$ cat config.mk
export PLATFORM = sky130hd
export DESIGN_NAME = operand_skew_feeder
export DESIGN_NICKNAME = d
export VERILOG_FILES = /design/src/rtl/operand_skew_feeder.sv
export SDC_FILE = /design/constraint.sdc
export NUM_CORES = 1
export LEC_CHECK = 0
export CORE_MARGIN = 8
export CORE_UTILIZATION = 48
export DETAILED_ROUTE_END_ITERATION = 8
export PLACE_DENSITY = 0.79
export REMOVE_ABC_BUFFERS = 1
export SLEW_MARGIN = 20
export SYNTH_ARGS = -nofsm -noshare
export SYNTH_HDL_FRONTEND = slang
export SYNTH_SLANG_ARGS = --single-unit
$ cat constraint.sdc
create_clock -name CLK -period 2.3 [get_ports CLK]
set_clock_uncertainty 0.1 [all_clocks]
set_input_delay 0.23 -clock CLK [delete_from_list [all_inputs] [get_ports CLK]]
set_output_delay 0.23 -clock CLK [all_outputs]
set_load 0.01 [all_outputs]
$ cat src/rtl/operand_skew_feeder.sv
// Operand skew feeder: accepts one row of operands per beat and presents it to
// the PE array edge as a diagonal wavefront, lane i delayed by i+1 cycles.
// A small IDLE/FEED/DRAIN controller sequences a job and flags its completion.
module operand_skew_feeder #(
  parameter int unsigned OPND_BWIDTH = 8,
  parameter int unsigned NUM_LANES   = 4
) (
  input  logic                               CLK,
  input  logic                               RSTn,
  input  logic                               ABORT,
  input  logic                               IN_valid,
  output logic                               IN_ready,
  input  logic                               IN_last,
  input  logic [NUM_LANES*OPND_BWIDTH-1:0]   IN_data,
  output logic [NUM_LANES*OPND_BWIDTH-1:0]   OPND_out,
  output logic [NUM_LANES-1:0]               OPND_is_valid_out,
  output logic                               COMPUTE,
  output logic                               BUSY,
  output logic                               DONE,
  output logic [15:0]                        BEAT_CNT
);

  typedef enum logic [1:0] {
    IDLE  = 2'd0,
    FEED  = 2'd1,
    DRAIN = 2'd2
  } state_t;

  // Drain lasts NUM_LANES-1 cycles; the counter runs 0 .. NUM_LANES-2.
  localparam int unsigned CNT_W        = (NUM_LANES > 2) ? $clog2(NUM_LANES - 1) : 1;
  localparam int unsigned DRAIN_LAST_I = (NUM_LANES > 1) ? NUM_LANES - 2 : 0;
  localparam logic [CNT_W-1:0] DRAIN_LAST = CNT_W'(DRAIN_LAST_I);

  state_t           state_q, state_d;
  logic [CNT_W-1:0] cnt_q, cnt_d;
  logic             done_q, done_d;
  logic             in_rdy;
  logic             accept;
  logic [15:0]      beat_cnt_q;

  // Ready is withheld during reset, abort and drain.
  assign in_rdy   = RSTn & ~ABORT & (state_q != DRAIN);
  assign accept   = IN_valid & in_rdy;
  assign IN_ready = in_rdy;

  assign BUSY     = (state_q != IDLE);
  assign DONE     = done_q;
  assign COMPUTE  = BUSY | done_q;
  assign BEAT_CNT = beat_cnt_q;

  // State, drain counter and completion pulse registers.
  always_ff @(posedge CLK) begin
    if (!RSTn) begin
      state_q <= IDLE;
      cnt_q   <= '0;
      done_q  <= 1'b0;
    end else begin
      state_q <= state_d;
      cnt_q   <= cnt_d;
      done_q  <= done_d;
    end
  end

  // Next-state logic; abort overrides everything and never produces DONE.
  always_comb begin
    state_d = state_q;
    cnt_d   = cnt_q;
    done_d  = 1'b0;
    if (ABORT) begin
      state_d = IDLE;
      cnt_d   = '0;
    end else begin
      unique case (state_q)
        IDLE, FEED: begin
          if (accept) begin
            if (IN_last) begin
              if (NUM_LANES == 1) begin
                state_d = IDLE;
                done_d  = 1'b1;
              end else begin
                state_d = DRAIN;
                cnt_d   = '0;
              end
            end else begin
              state_d = FEED;
            end
          end
        end
        DRAIN: begin
          if (cnt_q == DRAIN_LAST) begin
            state_d = IDLE;
            cnt_d   = '0;
            done_d  = 1'b1;
          end else begin
            cnt_d = cnt_q + 1'b1;
          end
        end
        default: begin
          state_d = IDLE;
          cnt_d   = '0;
        end
      endcase
    end
  end

  // Beat counter: restarts at 1 on a job's first beat, saturates, holds otherwise.
  always_ff @(posedge CLK) begin
    if (!RSTn) begin
      beat_cnt_q <= '0;
    end else if (accept) begin
      if (state_q == IDLE) begin
        beat_cnt_q <= 16'd1;
      end else if (beat_cnt_q != '1) begin
        beat_cnt_q <= beat_cnt_q + 16'd1;
      end
    end
  end

  // Per-lane delay lines of depth i+1; bubbles (valid 0, data 0) fill idle cycles.
  for (genvar i = 0; i < NUM_LANES; i++) begin : g_lane
    localparam int unsigned DEPTH = i + 1;

    logic [OPND_BWIDTH-1:0] data_q [DEPTH];
    logic                   vld_q  [DEPTH];

    // Shift one stage per cycle; reset and abort flush the whole line.
    always_ff @(posedge CLK) begin
      if (!RSTn || ABORT) begin
        for (int unsigned k = 0; k < DEPTH; k++) begin
          data_q[k] <= '0;
          vld_q[k]  <= 1'b0;
        end
      end else begin
        data_q[0] <= accept ? IN_data[i*OPND_BWIDTH +: OPND_BWIDTH] : '0;
        vld_q[0]  <= accept;
        for (int unsigned k = 1; k < DEPTH; k++) begin
          data_q[k] <= data_q[k-1];
          vld_q[k]  <= vld_q[k-1];
        end
      end
    end

    assign OPND_out[i*OPND_BWIDTH +: OPND_BWIDTH] = data_q[DEPTH-1];
    assign OPND_is_valid_out[i]                   = vld_q[DEPTH-1];
  end

endmodule

==> parameters.txt <==
Parameter                              Value

Logic synthesis
  Synth Area in Simple Gates ... 0.242
  Async SR Flop Fraction ... 0
  EDFF count, synth ... 0
  Post-synth top flop ... sky130_fd_sc_hd__dfxtp_1
  XOR/XNOR share of the synthesized area ... 0
  Average footprint of a synthesized cell ... 10.7 sq um
  Synthesized area ... about 3600 sq um
  Multiplexer share of the synthesized area ... 0
  Instance count of the mapped netlist ... 338
  Sequential cell area fraction in the yosys report ... 0.582
  Number of distinct standard cells referenced by the synthesized netlist ... 45
  Main combinational cell family by area after synthesis ... simple AND/OR/NAND/NOR gates
  Synthesis-stage register bit count ... between 100 and 150
  Compound-cell area share of the yosys netlist ... 0.0880
  Yosys Warn Count ... 0
  Synthesized-area fraction occupied by adder cells ... 0.00347

STA
  Setup repair after global routing missed its margin ... false
  Final count of hold timing violations ... 0
  Slew at the pin with the worst max-slew slack ... 0.368 ns
  Min cycle time layout ... 2.11 ns
  Setup WS post-layout ... 0.186 ns
  Pins Over Slew Limit ... 0
  Worst slew margin ... 0.754
  Setup-violating endpoint count in the final report ... 0
  Final worst-path cycle share ... 0.919
  Maximum operating frequency ... between 0.4 and 0.5 GHz

GRT
  Met2 routing resource usage after global routing ... 0.223
  Fraction of met1 tracks used by global routing ... 0.163
  Busiest layer in global routing ... met2
  First-pass GRT wire length ... 11.2 mm
  Global route total overflow ... 0
  Overall routing resource usage ... 0.138
  Initial antenna violation count ... 0
  Via count of the first global-routing pass ... approximately 2.3k
  Largest net degree at the start of global routing ... 53
  Met3 track utilization from global routing ... 0.0520

Setup path
  Launching point of the worst reg2reg path ... BEAT_CNT[0]$_SDFFE_PN0P_
  Number of cells on the worst reg-to-reg path ... 6
  Number of buffer and inverter instances along the worst setup path ... 2
  Launch point of the worst path ... state_q[1]$_SDFFE_PP0P_
  Type of origin of the critical path ... flip-flop
  Worst endpoint data arrival time ... 1.78 ns
  Cell breakdown of the critical path ... nor2_4 > clkinv_1 > clkdlybuf4s50_1
  Count of cell instances traversed by the critical path ... 3
  Classification of the worst setup path ... reg -> out
  Slowest cell on the critical path ... sky130_fd_sc_hd__clkdlybuf4s50_1
  CP top delay family ... buffers and inverters
  Sort of element at the end of the critical path ... output port
  CP required ... 1.97 ns
  Max Fanout on Critical Path ... 10
  Worst path max stage delay ... 0.52 ns

Clocking
  Clock tree root buffer cell ... sky130_fd_sc_hd__clkbuf_8
  CTS tree ... built
  Number of levels in the clock H-tree ... 3
  Number of buffers between clock root and the deepest sink ... 2
  Hold buffer count at cts ... 0
  Insertion delay to the later sink of the worst-skew pair ... 0.36 ns
  Total clock buffers created by CTS ... 9
  CTS Sinks ... approximately 110
  CTS clk-pin slew, worst paths ... 0.11 ns

Detailed routing
  WL final ... 7.14 mm
  Count of vias placed by the detailed router ... 2,420
  Post-route DRC violation count ... 0
  Drt initial violations ... 116
  Routed wirelength normalized by instance count ... 13.9 microns
  DRT Pass-1 Iters ... 4
  Number of vias per cell ... roughly 4.7
  Post-route ant nets ... 0

Floorplan
  Site row count ... 31
  Die height ... 103 microns
  CORE AREA ... 7250 sq um
  Die X ... between 100 and 150 microns
  Count of pins on the block boundary ... a little over 90
  Effective utilization at floorplan ... 0.498
  Area enclosed by the die boundary ... 10,600 sq um

Final layout
  Number of nets in the layout ... 447
  Final antenna diode count ... 0
  Share of layout cells above drive strength 1 ... 0.0990
  Synth-to-Final Area Change ... 28.7%
  Utilization after layout ... 0.641

Run
  Max-capacitance violation count ... 0

Pwr
  Leak Pwr ... between 0.0015 and 0.002 uW
  Areal power density over the cells ... 675 nW/um^2
  Max rail drop VDD ... 0.315 mV

Placed design
  RD Place Congestion ... roughly 0.88
  Number of buffers inserted by port buffering ... slightly above 90
  Post-placement worst setup slack ... ~0.15 ns
  Final HPWL DP ... 5.06 mm

Worst hold path
  Hold path cells ... 2
  Start point of the worst min-delay path ... IN_data[10]
  Type of the most critical hold path ... in -> reg

Status
  Status ... finished clean
==> power breakdown <==
part / total, uW / internal [uW] / switching, uW
combinational: 171 / 102 / 68.8
sequential: 1850 / 1840 / 9.26
clock: 1120 / 434 / 683
==> placed cells by master, fill, tap and decap left out, drive strengths merged, types with 2 or more instances in the layout <==
| cell type | synthesis | final |
|---|---|---|
| dfxtp | 105 | 105 |
| clkdlybuf4s50 | 0 | 92 |
| and2 | 83 | 83 |
| nand2 | 15 | 15 |
| nor2 | 12 | 12 |
| a21oi | 9 | 9 |
| clkbuf | 11 | 9 |
| buf | 30 | 9 |
| nand3 | 8 | 8 |
| nand2b | 5 | 5 |
| o32ai | 5 | 5 |
| nor3 | 5 | 5 |
| clkinv | 1 | 5 |
| and3 | 4 | 4 |
| o221a | 4 | 4 |
| o21ai | 4 | 4 |
| o31ai | 4 | 4 |
| inv | 2 | 4 |
| or2 | 4 | 4 |
| nand3b | 3 | 3 |
| a31oi | 3 | 3 |
| o211ai | 3 | 3 |
| nor2b | 3 | 3 |
| and4 | 3 | 3 |
| nand4 | 2 | 2 |
| a41oi | 2 | 2 |
| a21boi | 2 | 2 |
==> what timing repair did <==
item / CTS / global route
pin swaps: 0 / 1
gates resized for setup: 1 / 0
setup endpoints to repair: 1 / 2
setup buffers: 0 / 2
gates cloned: 0 / 0
==> cells by family after synthesis <==
| group | Yosys count |
|---|---|
| buf+inv | 44 |
| fa+ha+maj | 1 |
| flops | 105 |
| simple gates | 148 |
| compound gates | 40 |
==> layer usage <==
layer	part of all wire	up-vias
met1	0.44	1097
met2	0.47	80
met5	0	-
met3	0.082	7
met4	0.011	0
li1	-	1236
==> cells in the mapped netlist (2+ instances only) <==
| cell type | number | area share |
|---|---|---|
| sky130_fd_sc_hd__buf_2 | 3 | 0.0042 |
| sky130_fd_sc_hd__o221a_2 | 4 | 0.012 |
| sky130_fd_sc_hd__a41oi_1 | 2 | 0.0049 |
| sky130_fd_sc_hd__nor3_1 | 5 | 0.0069 |
| sky130_fd_sc_hd__inv_1 | 2 | 0.0021 |
| sky130_fd_sc_hd__nand3_1 | 5 | 0.0069 |
| sky130_fd_sc_hd__o31ai_1 | 3 | 0.0062 |
| sky130_fd_sc_hd__nand4_1 | 2 | 0.0035 |
| sky130_fd_sc_hd__dfxtp_1 | 105 | 0.58 |
| sky130_fd_sc_hd__o21ai_0 | 3 | 0.0042 |
| sky130_fd_sc_hd__nor2b_1 | 3 | 0.0052 |
| sky130_fd_sc_hd__o32ai_1 | 5 | 0.012 |
| sky130_fd_sc_hd__nand3_2 | 3 | 0.0083 |
| sky130_fd_sc_hd__nor2_1 | 11 | 0.011 |
| sky130_fd_sc_hd__nand3b_1 | 3 | 0.0062 |
| sky130_fd_sc_hd__clkbuf_1 | 5 | 0.0052 |
| sky130_fd_sc_hd__or2_2 | 2 | 0.0035 |
| sky130_fd_sc_hd__clkbuf_2 | 3 | 0.0042 |
| sky130_fd_sc_hd__and3_1 | 4 | 0.0069 |
| sky130_fd_sc_hd__nand2_1 | 15 | 0.016 |
| sky130_fd_sc_hd__clkbuf_8 | 2 | 0.0076 |
| sky130_fd_sc_hd__nand2b_1 | 5 | 0.0087 |
| sky130_fd_sc_hd__a21oi_1 | 9 | 0.012 |
| sky130_fd_sc_hd__and2_1 | 83 | 0.14 |
| sky130_fd_sc_hd__buf_4 | 25 | 0.052 |
| sky130_fd_sc_hd__o211ai_1 | 3 | 0.0062 |
| sky130_fd_sc_hd__and4_2 | 2 | 0.0055 |
| sky130_fd_sc_hd__a31oi_1 | 3 | 0.0052 |
| sky130_fd_sc_hd__buf_6 | 2 | 0.0062 |
==> registers in the layout, indices dropped and copies added, names as in the netlist <==
name,count
cnt_q,2
state_q,2
g_lane.vld_q,4
BEAT_CNT,16
DONE,1
g_lane.data_q,80
==> path summary, 6_finish.rpt <==
kind	slack, ns	end
min	0.31	g_lane[1].data_q[0][2]$_SDFF_PP0_
max reg2reg	0.19	BEAT_CNT[13]$_SDFFE_PN0P_
max	0.19	BUSY
min reg2reg	0.33	g_lane[2].data_q[0][12]$_SDFF_PP0_
==> area by class of cell <==
type	instances	area, sq um
Timing Repair Buffer	101	988
Tap cell	99	124
Fill cell	601	2610
Clock inverter	7	85.1
Inverter	3	11.3
Multi-Input combinational cell	189	1210
Clock buffer	9	124
Sequential cell	105	2100
==> through the flow <==
stage,TNS [ns],instances,area [sq um],power (uW),hold WS [ns]
4_1_cts,0,511,4630,3180,0.291
3_5_place_dp,0,495,4420,2060,0.311
6_report,0,513,4650,3140,0.313
3_3_place_gp,0,495,4420,2060,0.307
2_1_floorplan,-15.14,297,3320,1950,0.252
5_1_grt,0,513,4650,3280,0.284
(Power assumes the default switching activity.)
